### src/rtl/uart_rx_pkg.sv
// rtl/uart_rx_pkg.sv - shared states, constants and helpers for the UART receive capture block
package uart_rx_pkg;

    typedef enum logic [2:0] {
        ST_IDLE   = 3'd0,
        ST_START  = 3'd1,
        ST_DATA   = 3'd2,
        ST_PARITY = 3'd3,
        ST_STOP   = 3'd4,
        ST_BREAK  = 3'd5
    } rx_state_t;

    localparam int DATA_BITS   = 8;
    localparam int SYNC_STAGES = 2;

    function automatic int clog2(input int value);
        int result;
        result = 0;
        for (int i = 0; i < 31; i++) begin
            if ((1 << i) < value) begin
                result = i + 1;
            end
        end
        return result;
    endfunction

endpackage

### src/rtl/uart_rx_fifo.sv
// rtl/uart_rx_fifo.sv - byte FIFO with registered head (rx_data/rx_valid) and push/pop in one cycle
module uart_rx_fifo
    import uart_rx_pkg::*;
#(
    parameter int DEPTH = 4
) (
    input  logic                 clk,
    input  logic                 rst_n,
    input  logic                 i_push,
    input  logic [DATA_BITS-1:0] i_push_data,
    input  logic                 i_pop,
    output logic                 o_full,
    output logic                 o_valid,
    output logic [DATA_BITS-1:0] o_data
);

    localparam int PTR_W = clog2(DEPTH);
    localparam int CNT_W = PTR_W + 1;
    localparam logic [CNT_W-1:0] DEPTH_C = CNT_W'(DEPTH);
    localparam logic [CNT_W-1:0] CNT_ONE = CNT_W'(1);
    localparam logic [PTR_W-1:0] PTR_ONE = PTR_W'(1);

    logic [DATA_BITS-1:0] r_mem [DEPTH];
    logic [PTR_W-1:0]     r_wr_ptr;
    logic [PTR_W-1:0]     r_rd_ptr;
    logic [CNT_W-1:0]     r_count;
    logic                 r_valid;
    logic [DATA_BITS-1:0] r_data;

    logic                 w_full;
    logic                 w_pop;
    logic                 w_push;
    logic [PTR_W-1:0]     w_rd_next;
    logic [CNT_W-1:0]     w_count_next;
    logic [DATA_BITS-1:0] w_head_next;

    assign w_full    = (r_count == DEPTH_C);
    assign w_pop     = i_pop && r_valid;
    // A full FIFO still accepts a push when the head leaves in the same cycle.
    assign w_push    = i_push && (!w_full || w_pop);
    assign w_rd_next = w_pop ? (r_rd_ptr + PTR_ONE) : r_rd_ptr;

    // The slot the head moves to may be the one being written right now.
    assign w_head_next = (w_push && (r_wr_ptr == w_rd_next)) ? i_push_data : r_mem[w_rd_next];

    always_comb begin
        w_count_next = r_count;
        if (w_push && !w_pop) begin
            w_count_next = r_count + CNT_ONE;
        end else if (!w_push && w_pop) begin
            w_count_next = r_count - CNT_ONE;
        end
    end

    always_ff @(posedge clk) begin
        if (w_push) begin
            r_mem[r_wr_ptr] <= i_push_data;
        end
    end

    always_ff @(posedge clk or negedge rst_n) begin
        if (!rst_n) begin
            r_wr_ptr <= '0;
            r_rd_ptr <= '0;
            r_count  <= '0;
            r_valid  <= 1'b0;
            r_data   <= '0;
        end else begin
            if (w_push) begin
                r_wr_ptr <= r_wr_ptr + PTR_ONE;
            end
            r_rd_ptr <= w_rd_next;
            r_count  <= w_count_next;
            r_valid  <= (w_count_next != '0);
            if (w_count_next != '0) begin
                r_data <= w_head_next;
            end
        end
    end

    assign o_full  = w_full;
    assign o_valid = r_valid;
    assign o_data  = r_data;

endmodule

### src/rtl/uart_rx_capture.sv
// rtl/uart_rx_capture.sv - 8N1 UART receiver with byte FIFO; define UART_RX_PARITY_EN for 8E1 with parity_err
module uart_rx_capture
    import uart_rx_pkg::*;
#(
    parameter int CLK_DIV    = 868,
    parameter int FIFO_DEPTH = 4
) (
    input  logic                 io_mainClk,
    input  logic                 io_asyncResetn,
    input  logic                 io_uart_txd,
    output logic [DATA_BITS-1:0] rx_data,
    output logic                 rx_valid,
    input  logic                 rx_ready,
    output logic                 frame_err,
    output logic                 overrun,
    input  logic                 overrun_clr
`ifdef UART_RX_PARITY_EN
    ,
    output logic                 parity_err
`endif
);

    localparam logic [15:0] HALF_M1  = 16'(CLK_DIV / 2 - 1);
    localparam logic [15:0] FULL_M1  = 16'(CLK_DIV - 1);
    localparam logic [2:0]  LAST_BIT = 3'(DATA_BITS - 1);

    logic [SYNC_STAGES-1:0] r_sync;
    rx_state_t              r_state;
    rx_state_t              w_state_next;
    logic [15:0]            r_bit_cnt;
    logic [2:0]             r_bit_idx;
    logic [DATA_BITS-1:0]   r_shift;
    logic                   r_frame_err;
    logic                   r_overrun;

    logic                   w_rxs;
    logic                   w_at_half;
    logic                   w_at_full;
    logic                   w_cnt_clr;
    logic                   w_shift_en;
    logic                   w_stop_ok;
    logic                   w_frame_err_set;
    logic                   w_push_req;
    logic                   w_pop;
    logic                   w_fifo_full;
    logic                   w_overrun_set;

`ifdef UART_RX_PARITY_EN
    logic                   r_par_bad;
    logic                   r_parity_err;
    logic                   w_par_check;
    logic                   w_par_fail;
`endif

    assign w_rxs     = r_sync[SYNC_STAGES-1];
    assign w_at_half = (r_bit_cnt == HALF_M1);
    assign w_at_full = (r_bit_cnt == FULL_M1);

    always_ff @(posedge io_mainClk or negedge io_asyncResetn) begin
        if (!io_asyncResetn) begin
            r_sync <= '1;
        end else begin
            r_sync <= {r_sync[SYNC_STAGES-2:0], io_uart_txd};
        end
    end

    always_comb begin
        w_state_next    = r_state;
        w_cnt_clr       = 1'b0;
        w_shift_en      = 1'b0;
        w_stop_ok       = 1'b0;
        w_frame_err_set = 1'b0;
`ifdef UART_RX_PARITY_EN
        w_par_check     = 1'b0;
`endif
        case (r_state)
            ST_IDLE: begin
                w_cnt_clr = 1'b1;
                if (!w_rxs) begin
                    w_state_next = ST_START;
                end
            end
            ST_START: begin
                // Mid-start-bit recheck rejects short glitches on the idle line.
                if (w_at_half) begin
                    w_cnt_clr    = 1'b1;
                    w_state_next = w_rxs ? ST_IDLE : ST_DATA;
                end
            end
            ST_DATA: begin
                if (w_at_full) begin
                    w_cnt_clr  = 1'b1;
                    w_shift_en = 1'b1;
                    if (r_bit_idx == LAST_BIT) begin
`ifdef UART_RX_PARITY_EN
                        w_state_next = ST_PARITY;
`else
                        w_state_next = ST_STOP;
`endif
                    end
                end
            end
`ifdef UART_RX_PARITY_EN
            ST_PARITY: begin
                if (w_at_full) begin
                    w_cnt_clr    = 1'b1;
                    w_par_check  = 1'b1;
                    w_state_next = ST_STOP;
                end
            end
`endif
            ST_STOP: begin
                // Leaving at mid-stop-bit lets a start bit that follows immediately be caught.
                if (w_at_full) begin
                    w_cnt_clr = 1'b1;
                    if (w_rxs) begin
                        w_stop_ok    = 1'b1;
                        w_state_next = ST_IDLE;
                    end else begin
                        w_frame_err_set = 1'b1;
                        w_state_next    = ST_BREAK;
                    end
                end
            end
            ST_BREAK: begin
                w_cnt_clr = 1'b1;
                if (w_rxs) begin
                    w_state_next = ST_IDLE;
                end
            end
            default: begin
                w_cnt_clr    = 1'b1;
                w_state_next = ST_IDLE;
            end
        endcase
    end

`ifdef UART_RX_PARITY_EN
    assign w_par_fail = ^{r_shift, w_rxs};
    assign w_push_req = w_stop_ok && !r_par_bad;
`else
    assign w_push_req = w_stop_ok;
`endif

    assign w_pop         = rx_valid && rx_ready;
    assign w_overrun_set = w_push_req && w_fifo_full && !w_pop;

    always_ff @(posedge io_mainClk or negedge io_asyncResetn) begin
        if (!io_asyncResetn) begin
            r_state     <= ST_IDLE;
            r_bit_cnt   <= '0;
            r_bit_idx   <= '0;
            r_shift     <= '0;
            r_frame_err <= 1'b0;
            r_overrun   <= 1'b0;
        end else begin
            r_state     <= w_state_next;
            r_bit_cnt   <= w_cnt_clr ? 16'd0 : (r_bit_cnt + 16'd1);
            r_frame_err <= w_frame_err_set;
            if (r_state != ST_DATA) begin
                r_bit_idx <= '0;
            end else if (w_shift_en) begin
                r_bit_idx <= r_bit_idx + 3'd1;
            end
            if (w_shift_en) begin
                r_shift <= {w_rxs, r_shift[DATA_BITS-1:1]};
            end
            if (w_overrun_set) begin
                r_overrun <= 1'b1;
            end else if (overrun_clr) begin
                r_overrun <= 1'b0;
            end
        end
    end

`ifdef UART_RX_PARITY_EN
    always_ff @(posedge io_mainClk or negedge io_asyncResetn) begin
        if (!io_asyncResetn) begin
            r_par_bad    <= 1'b0;
            r_parity_err <= 1'b0;
        end else begin
            r_parity_err <= w_par_check && w_par_fail;
            if (w_par_check) begin
                r_par_bad <= w_par_fail;
            end
        end
    end

    assign parity_err = r_parity_err;
`endif

    uart_rx_fifo #(
        .DEPTH (FIFO_DEPTH)
    ) u_fifo (
        .clk         (io_mainClk),
        .rst_n       (io_asyncResetn),
        .i_push      (w_push_req),
        .i_push_data (r_shift),
        .i_pop       (rx_ready),
        .o_full      (w_fifo_full),
        .o_valid     (rx_valid),
        .o_data      (rx_data)
    );

    assign frame_err = r_frame_err;
    assign overrun   = r_overrun;

endmodule

### config.mk
export PLATFORM = sky130hd
export DESIGN_NAME = uart_rx_capture
export DESIGN_NICKNAME = d
export VERILOG_FILES = /design/src/rtl/uart_rx_pkg.sv /design/src/rtl/uart_rx_fifo.sv /design/src/rtl/uart_rx_capture.sv
export SDC_FILE = /design/constraint.sdc
export NUM_CORES = 1
export LEC_CHECK = 0
export CORE_ASPECT_RATIO = 1.75
export CORE_UTILIZATION = 55
export CTS_CLUSTER_SIZE = 24
export DETAILED_ROUTE_END_ITERATION = 10
export GPL_TIMING_DRIVEN = 0
export HOLD_SLACK_MARGIN = 0.15
export PLACE_DENSITY = 0.83
export SLEW_MARGIN = 20
export SYNTH_ARGS = -nofsm -noshare
export SYNTH_HDL_FRONTEND = slang
export SYNTH_SLANG_ARGS = --single-unit
### constraint.sdc
create_clock -name io_mainClk -period 4.1 [get_ports io_mainClk]
set_input_delay 0.82 -clock io_mainClk [delete_from_list [all_inputs] [get_ports io_mainClk]]
set_output_delay 0.82 -clock io_mainClk [all_outputs]
set_load 0.05 [all_outputs]
==> metrics.cfg, run 1 <==
[layout]
antenna_cells = 0
multi_input_area_um2 = 1627
layout-drive-gt1-share_pct = 22.19
fin_nets = 349
instances_no_fill = 422
area_growth_syn_to_layout_pct = 15.08
fin_area_um2 = 4507
mostFrequentLayoutCells = dfrtp_1 (48), mux2_2 (40), edfxtp_1 (32)
seqCellArea_um2 = 2215
n_fill_cell = 497
mostFrequentLayoutCell = dfrtp_1

[placement]
gp_congestion = 0.7955
hpwl_um = 5517
io_buffers = 15
placed_area_um2 = 4187
placedCellCount = 406

[cts]
path_clk_slew_ns = 0.06
cts_tree = built
numClockSinks = 82
insertion_delay_ns = 0.34
htree_levels = 3
cts-root-buf = clkbuf_16
cts_resized = 0
cts_buffer_depth = 2
numCtsBuffers = 9
cts_hold_buf = 0
cts_setup_buffers = 0

[die]
die_h_um = 113.6
die_area_um2 = 7475
io_pins = 16
core-area_um2 = 6857
start_util_pct = 57.12
fp.dieW_um = 65.79
num_rows = 40

[yosys]
ys_top_cells_by_area = dfrtp_1 (31%), edfxtp_1 (25%), mux2_2 (12%)
avgSynthCellArea_um2 = 12.80
yosysWarnings = 0
synth_top_area_share_pct = 30.67
syn_nets = 322
synth-edff-count = 32
yosysUniqueCellTypes = 46
ys_seq_area_share_pct = 56.55
synth_area_leader_cell = dfrtp_1
syn_inst = 306
synth-main-ff-cell = dfrtp_1
synthesis.area_um2 = 3916
async_reset_ff_share_pct = 60.98
postSynthRegisterBits = 82

[global_routing]
grt_use_total_pct = 22.43
grt_max_degree = 31
grt_pass1_vias = 2589
antenna_found_initial = 0
grt_first_pass_wirelength_um = 12300
grt_overflow = 0

[timing]
slew_violations = 0
rsz0062_at_grt = false
period_needed_ns = 3.396
max-slew-margin-rel_pct = 36.33
clock_skew_ns = 0.004457
setup_viol_count_final = 0
worst_pin_slew_ns = 0.9483
finalCritPeriodShare_pct = 82.83
maxClockFrequency_mhz = 294.5
hold_violations = 0
tns_ns = 0

[outcome]
status = complete, no violations

[pwr]
p_sw_share_pct = 19.12
p_leak_nw = 2.037
finalPower_mw = 1.717
seq_power_share_pct = 49.5
p_clk_share_pct = 49.5
power.switching_mw = 0.3284
ir_drop_uv = 300.0
p_int_mw = 1.389
power.share.combinational_pct = 1.0
p_per_area_nw_per_um2 = 381.0

[setup_path]
cp_max_fo = 10
critPathKind = input pin to flip-flop
start_kind = input pin
critical_path_arrival_ns = 3.62
setup.worst_path.end_class = flip-flop
required_ns = 4.32

[drt]
drt_wl_total_um = 7339
drtIter0Drc = 169
ant_nets = 0
firstDrtPassIters = 4
via_per_inst = 5.867
remaining_drc_errors = 0
wl_per_cell_um = 17.39
routed-via-count = 2476

[min_path]
min_path_type = flip-flop to flip-flop

[run]
drv_cap = 0

power groups by stage:
stage	Sequential [mW]	Clock, mW	Combinational (mW)
final	0.851	0.850	0.0165
after global routing	0.850	0.902	0.0193
after CTS	0.851	0.863	0.0177
after detailed placement	0.867	0	0.0176
after global placement	0.866	0	0.0153
after floorplan	0.866	0	0.000983
path summary, 6_finish.rpt:
| path | startpoint | to | slack, ns | cells past startpoint |
|---|---|---|---|---|
| worst min register to register | r_sync[0] | r_sync[1] | 0.36 | 0 |
| worst max-delay path | rx_ready | u_fifo.o_data[5] | 0.70 | 7 |
| max in group asynchronous | io_asyncResetn | r_sync[1] | 3.05 | 2 |
| worst min-delay path | r_sync[0] | r_sync[1] | 0.36 | 0 |
| worst max register to register | u_fifo.o_valid | u_fifo.o_data[5] | 1.29 | 6 |
| min in group asynchronous | io_asyncResetn | r_shift[0] | 0.45 | 1 |
worst max-delay path, stage by stage:
cell,delay (ns)
clkdlybuf4s50_1,0.56
nand2_1,0.21
xnor2_1,0.80
xnor2_1,0.19
nand3_1,0.35
mux2_2,0.42
mux2_2,0.27
synthesized netlist by cell type, types with 3 or more instances:
library cell and n:
a21oi_1 13, and2_1 6, and3_1 7, buf_2 6, dfrtp_1 48, edfxtp_1 32
ha_1 11, inv_1 10, mux2_2 40, mux2i_1 9, nand2_1 16, nand3_1 8
nand4_1 6, nor2_1 24, nor4_1 3, o21ai_0 5, o22ai_1 8, xnor2_1 11
xor2_1 9
layer usage:
metal | track usage, % | part of all wire, % | vias up
li1 | - | - | 1176
met1 | 23.13 | 36 | 1232
met5 | 0 | 0 | -
met4 | 11.74 | 3.5 | 0
met3 | 5.200 | 2.7 | 20
met2 | 40.54 | 58 | 48
cells by family (layout without fill, tap and decap cells):
logic type | after synthesis | in the layout | share of synthesized area [%]
AOI/OAI and AO/OA | 38 | 38 | 6.550
muxes | 49 | 49 | 13.80
adders and majority gates | 11 | 11 | 3.514
buffers and inverters | 18 | 50 | 1.917
and+or+nand+nor | 87 | 87 | 12.78
xor gates and xnor gates | 21 | 21 | 4.888
DFF | 82 | 82 | 56.55
cell type report:
cell class	count	area share, %
flip-flops and latches	82	49.14
well taps	84	2.332
repair buffers	16	3.665
inverters	10	0.8329
multi-input cells	206	36.09
clock buffers	10	5.081
clock inverters	6	2.027
plain buffers	8	0.8329
flip-flops by register name, summed over array words and instances, names as in the netlist, 2 cells and up:
| name | flops |
|---|---|
| u_fifo.r_mem | 32 |
| r_bit_cnt | 16 |
| r_shift | 8 |
| u_fifo.o_data | 8 |
| r_bit_idx | 3 |
| r_state | 3 |
| u_fifo.r_count | 3 |
| r_sync | 2 |
| u_fifo.r_rd_ptr | 2 |
| u_fifo.r_wr_ptr | 2 |
metrics by stage:
step                util, %  setup slack [ns]  hold slack [ns]
CTS                   65.73            0.7102           0.3616
detailed placement    61.06            0.3565           0.3531
global placement      60.84            0.4114           0.3462
finish                65.73            0.7042           0.3609
floorplan                 -             1.489           0.3452
global route          65.73            0.5975           0.3660
Power figures use the tool's default switching activity.
==> run 2, diff against run 1 <==
Settings changed: CORE_UTILIZATION 55 to 54, PLACE_DENSITY 0.83 to 0.85.
Clock period 4.1 ns to 3 ns, I/O delays scaled along.
==> run 2 against run 1 <==
  * First-iteration DRC count up 21%
  * Flip-flop and latch count unchanged
  * Setup slack worse by 0.55 ns
  * Core utilization down 0.78 points
  * Non-clock buffer count up 1
  * Largest cell class unchanged
  * Highest routed layer unchanged
==> metrics.cfg, run 2 (same netlist as run 1, synthesis figures left out) <==
[die]
core-area_um2 = 6957
num_rows = 40
die_h_um = 114.7
io_pins = 16
die_area_um2 = 7610
fp.dieW_um = 66.38
start_util_pct = 56.29

[timing]
finalCritPeriodShare_pct = 94.93
period_needed_ns = 2.848
setup_viol_count_final = 0
slew_violations = 0
clock_skew_ns = 0.008178
hold_violations = 0
tns_ns = 0
fin_hold_ws_ns = 0.2567
rsz0062_at_grt = false
maxClockFrequency_mhz = 351.1
max-slew-margin-rel_pct = 52.70
worst_pin_slew_ns = 0.7057

[outcome]
status = complete, no violations

[layout]
antenna_cells = 0
top_register = u_fifo.r_mem
area_growth_syn_to_layout_pct = 15.37
largest_reg_flops = 32
mostFrequentLayoutCells = dfrtp_1 (48), mux2_2 (40), edfxtp_1 (32)
fin_nets = 350
mostFrequentLayoutCell = dfrtp_1
reg.largest.list = u_fifo.r_mem (32), r_bit_cnt (16)
fin_area_um2 = 4518
layout-drive-gt1-share_pct = 22.42

[pwr]
p_per_area_nw_per_um2 = 502.3
ir_drop_uv = 350.9
p_leak_nw = 2.052

[drt]
wl_per_cell_um = 18.21
ant_nets = 0
remaining_drc_errors = 0
via_per_inst = 5.927
firstDrtPassIters = 4
routed-via-count = 2507
drt_wl_total_um = 7702
drtIter0Drc = 204

[cts]
path_clk_slew_ns = 0.06
cts_tree = built
numCtsBuffers = 9
htree_levels = 3
cts_buffer_depth = 2
numClockSinks = 82
insertion_delay_ns = 0.34
cts-root-buf = clkbuf_16

[global_routing]
antenna_found_initial = 0
grt_use_total_pct = 23.18
grt_overflow = 0
grt_max_degree = 30
grt_first_pass_wirelength_um = 12820
grt_pass1_vias = 2642

[placement]
hpwl_um = 5373
io_buffers = 15
gp_congestion = 0.8172
placed_area_um2 = 4187

[setup_path]
critical_path_arrival_ns = 3.06
r2r_start = r_bit_cnt[13]
critPathKind = input pin to flip-flop
r2r.worst_path.cells = 6
r2r_slack_ns = 0.20
cp_max_fo = 10
setup.worst_path.end_class = flip-flop
rr_endpoint = u_fifo.o_data[7]
start_kind = input pin
required_ns = 3.22

[run]
drv_cap = 0

[min_path]
min_path_type = input pin to asynchronous set/reset pin

==> run 2: worst max-delay path: stages <==
cell and delay (ns):
clkdlybuf4s50_1 0.56, nand2_1 0.25, xnor2_4 0.42, xnor2_1 0.17, nand3_1 0.37, mux2_2 0.43
mux2_2 0.26
==> run 2: layout make-up <==
class                      count  area [µm²]
fill                         521        2439
sequential                    82        2215
multi-input combinational    206        1657
clock buffer                  10       229.0
timing repair buffer          17       172.7
tap                           84       105.1
clock inverter                 6       65.06
buffer                         8       37.54
inverter                      10       37.54
==> run 2: what timing repair did <==
| item | CTS | global route |
|---|---|---|
| buffers inserted | 1 | 0 |
| resized for setup | 2 | 1 |
| pin swaps | 1 | 0 |
| hold buffers | 0 | 0 |
| setup endpoints to repair | 8 | 8 |
==> run 2: worst max-delay path by stage <==
stage              startpoint                to  cells after the start
2_1_floorplan  u_fifo.o_valid  u_fifo.o_data[0]                      6
3_3_place_gp         rx_ready  u_fifo.o_data[5]                      7
3_5_place_dp         rx_ready  u_fifo.o_data[5]                      7
4_1_cts              rx_ready  u_fifo.o_data[5]                      7
5_1_grt         r_bit_cnt[13]  u_fifo.o_data[7]                      6
6_report             rx_ready  u_fifo.o_data[5]                      7
==> run 2: layer usage <==
metal / global-route usage (%) / wire length (µm) / share of wire, % / vias to the layer above
met2: 43.27 / 4386 / 57 / 46
met5: 0 / 0 / 0 / -
met4: 9.787 / 157 / 2.0 / 0
met1: 24.19 / 2969 / 39 / 1272
met3: 4.781 / 188 / 2.4 / 13
li1: - / - / - / 1176
==> run 2: where the power goes <==
group / switching, mW / leakage (nW) / internal (mW)
Clock: 0.436 / 0.145 / 0.648
Combinational: 0.0160 / 0.868 / 0.00731
Sequential: 0.00150 / 1.04 / 1.16
==> run 2: metrics by stage <==
step	power (mW)	setup WS, ns	utilization (%)	instances
after floorplan	1.185	0.4512	-	306
after global placement	1.205	-0.5090	59.96	405
after detailed placement	1.208	-0.5231	60.18	406
after CTS	2.283	0.06350	64.78	423
after global routing	2.334	0.01745	64.95	423
final	2.269	0.1520	64.95	423
==> run 3, diff against run 2 <==
Settings changed: CAP_MARGIN set to 30.
==> run 3 against run 2 <==
  * First-iteration DRC count stayed put
  * Sequential share of layout area stayed put
  * Cell count stayed put
  * Combinational power hardly changed
  * Critical path type unchanged
  * Largest cell class unchanged
  * Register-to-register slack hardly changed
  * Count of clock-buffer cells in the layout stayed put
==> metrics.cfg, run 3 (same netlist as run 1, synthesis figures left out) <==
[timing]
max-slew-margin-rel_pct = 52.70
setup_viol_count_final = 0
rsz0062_at_grt = false
worst_pin_slew_ns = 0.7057
clock_skew_ns = 0.008178
maxClockFrequency_mhz = 351.1
slew_violations = 0
period_needed_ns = 2.848
hold_violations = 0
finalCritPeriodShare_pct = 94.93

[setup_path]
r2r_start = r_bit_cnt[13]
crit_family = multiplexers
critical_path_arrival_ns = 3.06
slowest_stage = clkdlybuf4s50_1
start_kind = input pin
setup.worst_path.end_class = flip-flop
r2r.worst_path.cells = 6
crit_path_start = rx_ready
cp_max_fo = 10
required_ns = 3.22
rr_endpoint = u_fifo.o_data[7]
worstPathCellList = clkdlybuf4s50_1, nand2_1, xnor2_4, xnor2_1, nand3_1, mux2_2, mux2_2
r2r_slack_ns = 0.20
path_depth = 7
endpoint = u_fifo.o_data[5]
crit_buf_inv = 1
cpPeakStageDelay_ns = 0.56
timing.critical_path.mode_cell = mux2_2
critPathKind = input pin to flip-flop

[drt]
wl_per_cell_um = 18.21
remaining_drc_errors = 0
routed-via-count = 2507
ant_nets = 0
firstDrtPassIters = 4
via_per_inst = 5.927
drt_wl_total_um = 7702
drtIter0Drc = 204

[placement]
gp_congestion = 0.8172
io_buffers = 15
hpwl_um = 5373

[pwr]
p_leak_nw = 2.052
seq_power_share_pct = 51.2
p_clk_share_pct = 47.8
p_per_area_nw_per_um2 = 502.3
ir_drop_uv = 350.9
p_int_mw = 1.816
finalPower_mw = 2.269
power.share.combinational_pct = 1.0
p_sw_share_pct = 19.99
power.switching_mw = 0.4536

[cts]
cts-root-buf = clkbuf_16
insertion_delay_ns = 0.34
htree_levels = 3
cts_hold_buf = 0
numCtsBuffers = 9
cts_buffer_depth = 2
numClockSinks = 82
path_clk_slew_ns = 0.06
cts_tree = built

[layout]
layout-drive-gt1-share_pct = 22.42
largest_reg_flops = 32
area_growth_syn_to_layout_pct = 15.37
mostFrequentLayoutCell = dfrtp_1
antenna_cells = 0
fin_nets = 350
utilization_pct = 64.95
n_fill_cell = 521
mostFrequentLayoutCells = dfrtp_1 (48), mux2_2 (40), edfxtp_1 (32)
reg.largest.list = u_fifo.r_mem (32), r_bit_cnt (16)
top_register = u_fifo.r_mem

[global_routing]
grt_first_pass_wirelength_um = 12820
grt_pass1_vias = 2642
grt_overflow = 0
antenna_found_initial = 0
grt_use_total_pct = 23.18
grt_max_degree = 30

[die]
fp.dieW_um = 66.38
start_util_pct = 56.29
die_h_um = 114.7
io_pins = 16
core-area_um2 = 6957
num_rows = 40
die_area_um2 = 7610

[run]
drv_cap = 0

[outcome]
status = complete, no violations

[min_path]
min_path_type = input pin to asynchronous set/reset pin

-- run 3: cell counts in the layout (fill, tap and decap cells not counted) --
Identical to the previous run, type by type.
-- run 3: cell type report --
cell class / instances / area, µm² / area share (%)
buffer: 8 / 37.54 / 0.8308
clock buffer: 10 / 229.0 / 5.068
clock inverter: 6 / 65.06 / 1.440
inverter: 10 / 37.54 / 0.8308
multi-input combinational: 206 / 1657 / 36.67
sequential: 82 / 2215 / 49.02
tap: 84 / 105.1 / 2.326
timing repair buffer: 17 / 172.7 / 3.822
-- run 3: per-layer routing --
metal	global-route usage, %	routed length, µm	up-vias
met3	4.781	188	13
met4	9.787	157	0
met2	43.27	4386	46
met5	0	0	-
li1	-	-	1176
met1	24.19	2969	1272
-- run 3: worst min path at each step --
stage / endpoint / slack [ns] / cells past startpoint
2_1_floorplan: frame_err / 0.30 / 0
6_report: r_bit_cnt[12] / 0.26 / 1
4_1_cts: r_bit_cnt[12] / 0.27 / 1
3_5_place_dp: r_sync[1] / 0.35 / 0
5_1_grt: r_bit_cnt[12] / 0.29 / 1
3_3_place_gp: r_sync[1] / 0.35 / 0
-- run 3: timing repair --
item | in CTS | in global routing
buffers inserted | 1 | 0
endpoints found under the setup margin | 8 | 8
pin swaps | 1 | 0
resized for setup | 2 | 1
-- run 3: power by group through the flow --
stage          clock (mW)  combinational [mW]  sequential (mW)
3_5_place_dp            0              0.0242             1.18
2_1_floorplan           0             0.00134             1.18
3_3_place_gp            0              0.0208             1.18
6_report             1.08              0.0233             1.16
5_1_grt              1.15              0.0266             1.16
4_1_cts              1.10              0.0243             1.16
-- run 3: per-stage QoR --
stage	hold WS [ns]	setup slack [ns]	cell area (µm²)	setup TNS (ns)	cells
floorplan	0.3044	0.4512	3916	0	306
global placement	0.3456	-0.5090	4172	-8.759	405
detailed placement	0.3489	-0.5231	4187	-4.087	406
CTS	0.2684	0.06350	4507	0	423
global route	0.2852	0.01745	4518	0	423
finish	0.2567	0.1520	4518	0	423
-- run 3: worst reg2reg max path, delay by kind of cell (launching register included) --
| family | cells | cell delay [ns] |
|---|---|---|
| AOI/OAI and AO/OA | 2 | 0.56 |
| DFF | 1 | 0.45 |
| muxes | 1 | 0.39 |
| and+or+nand+nor | 3 | 1.27 |
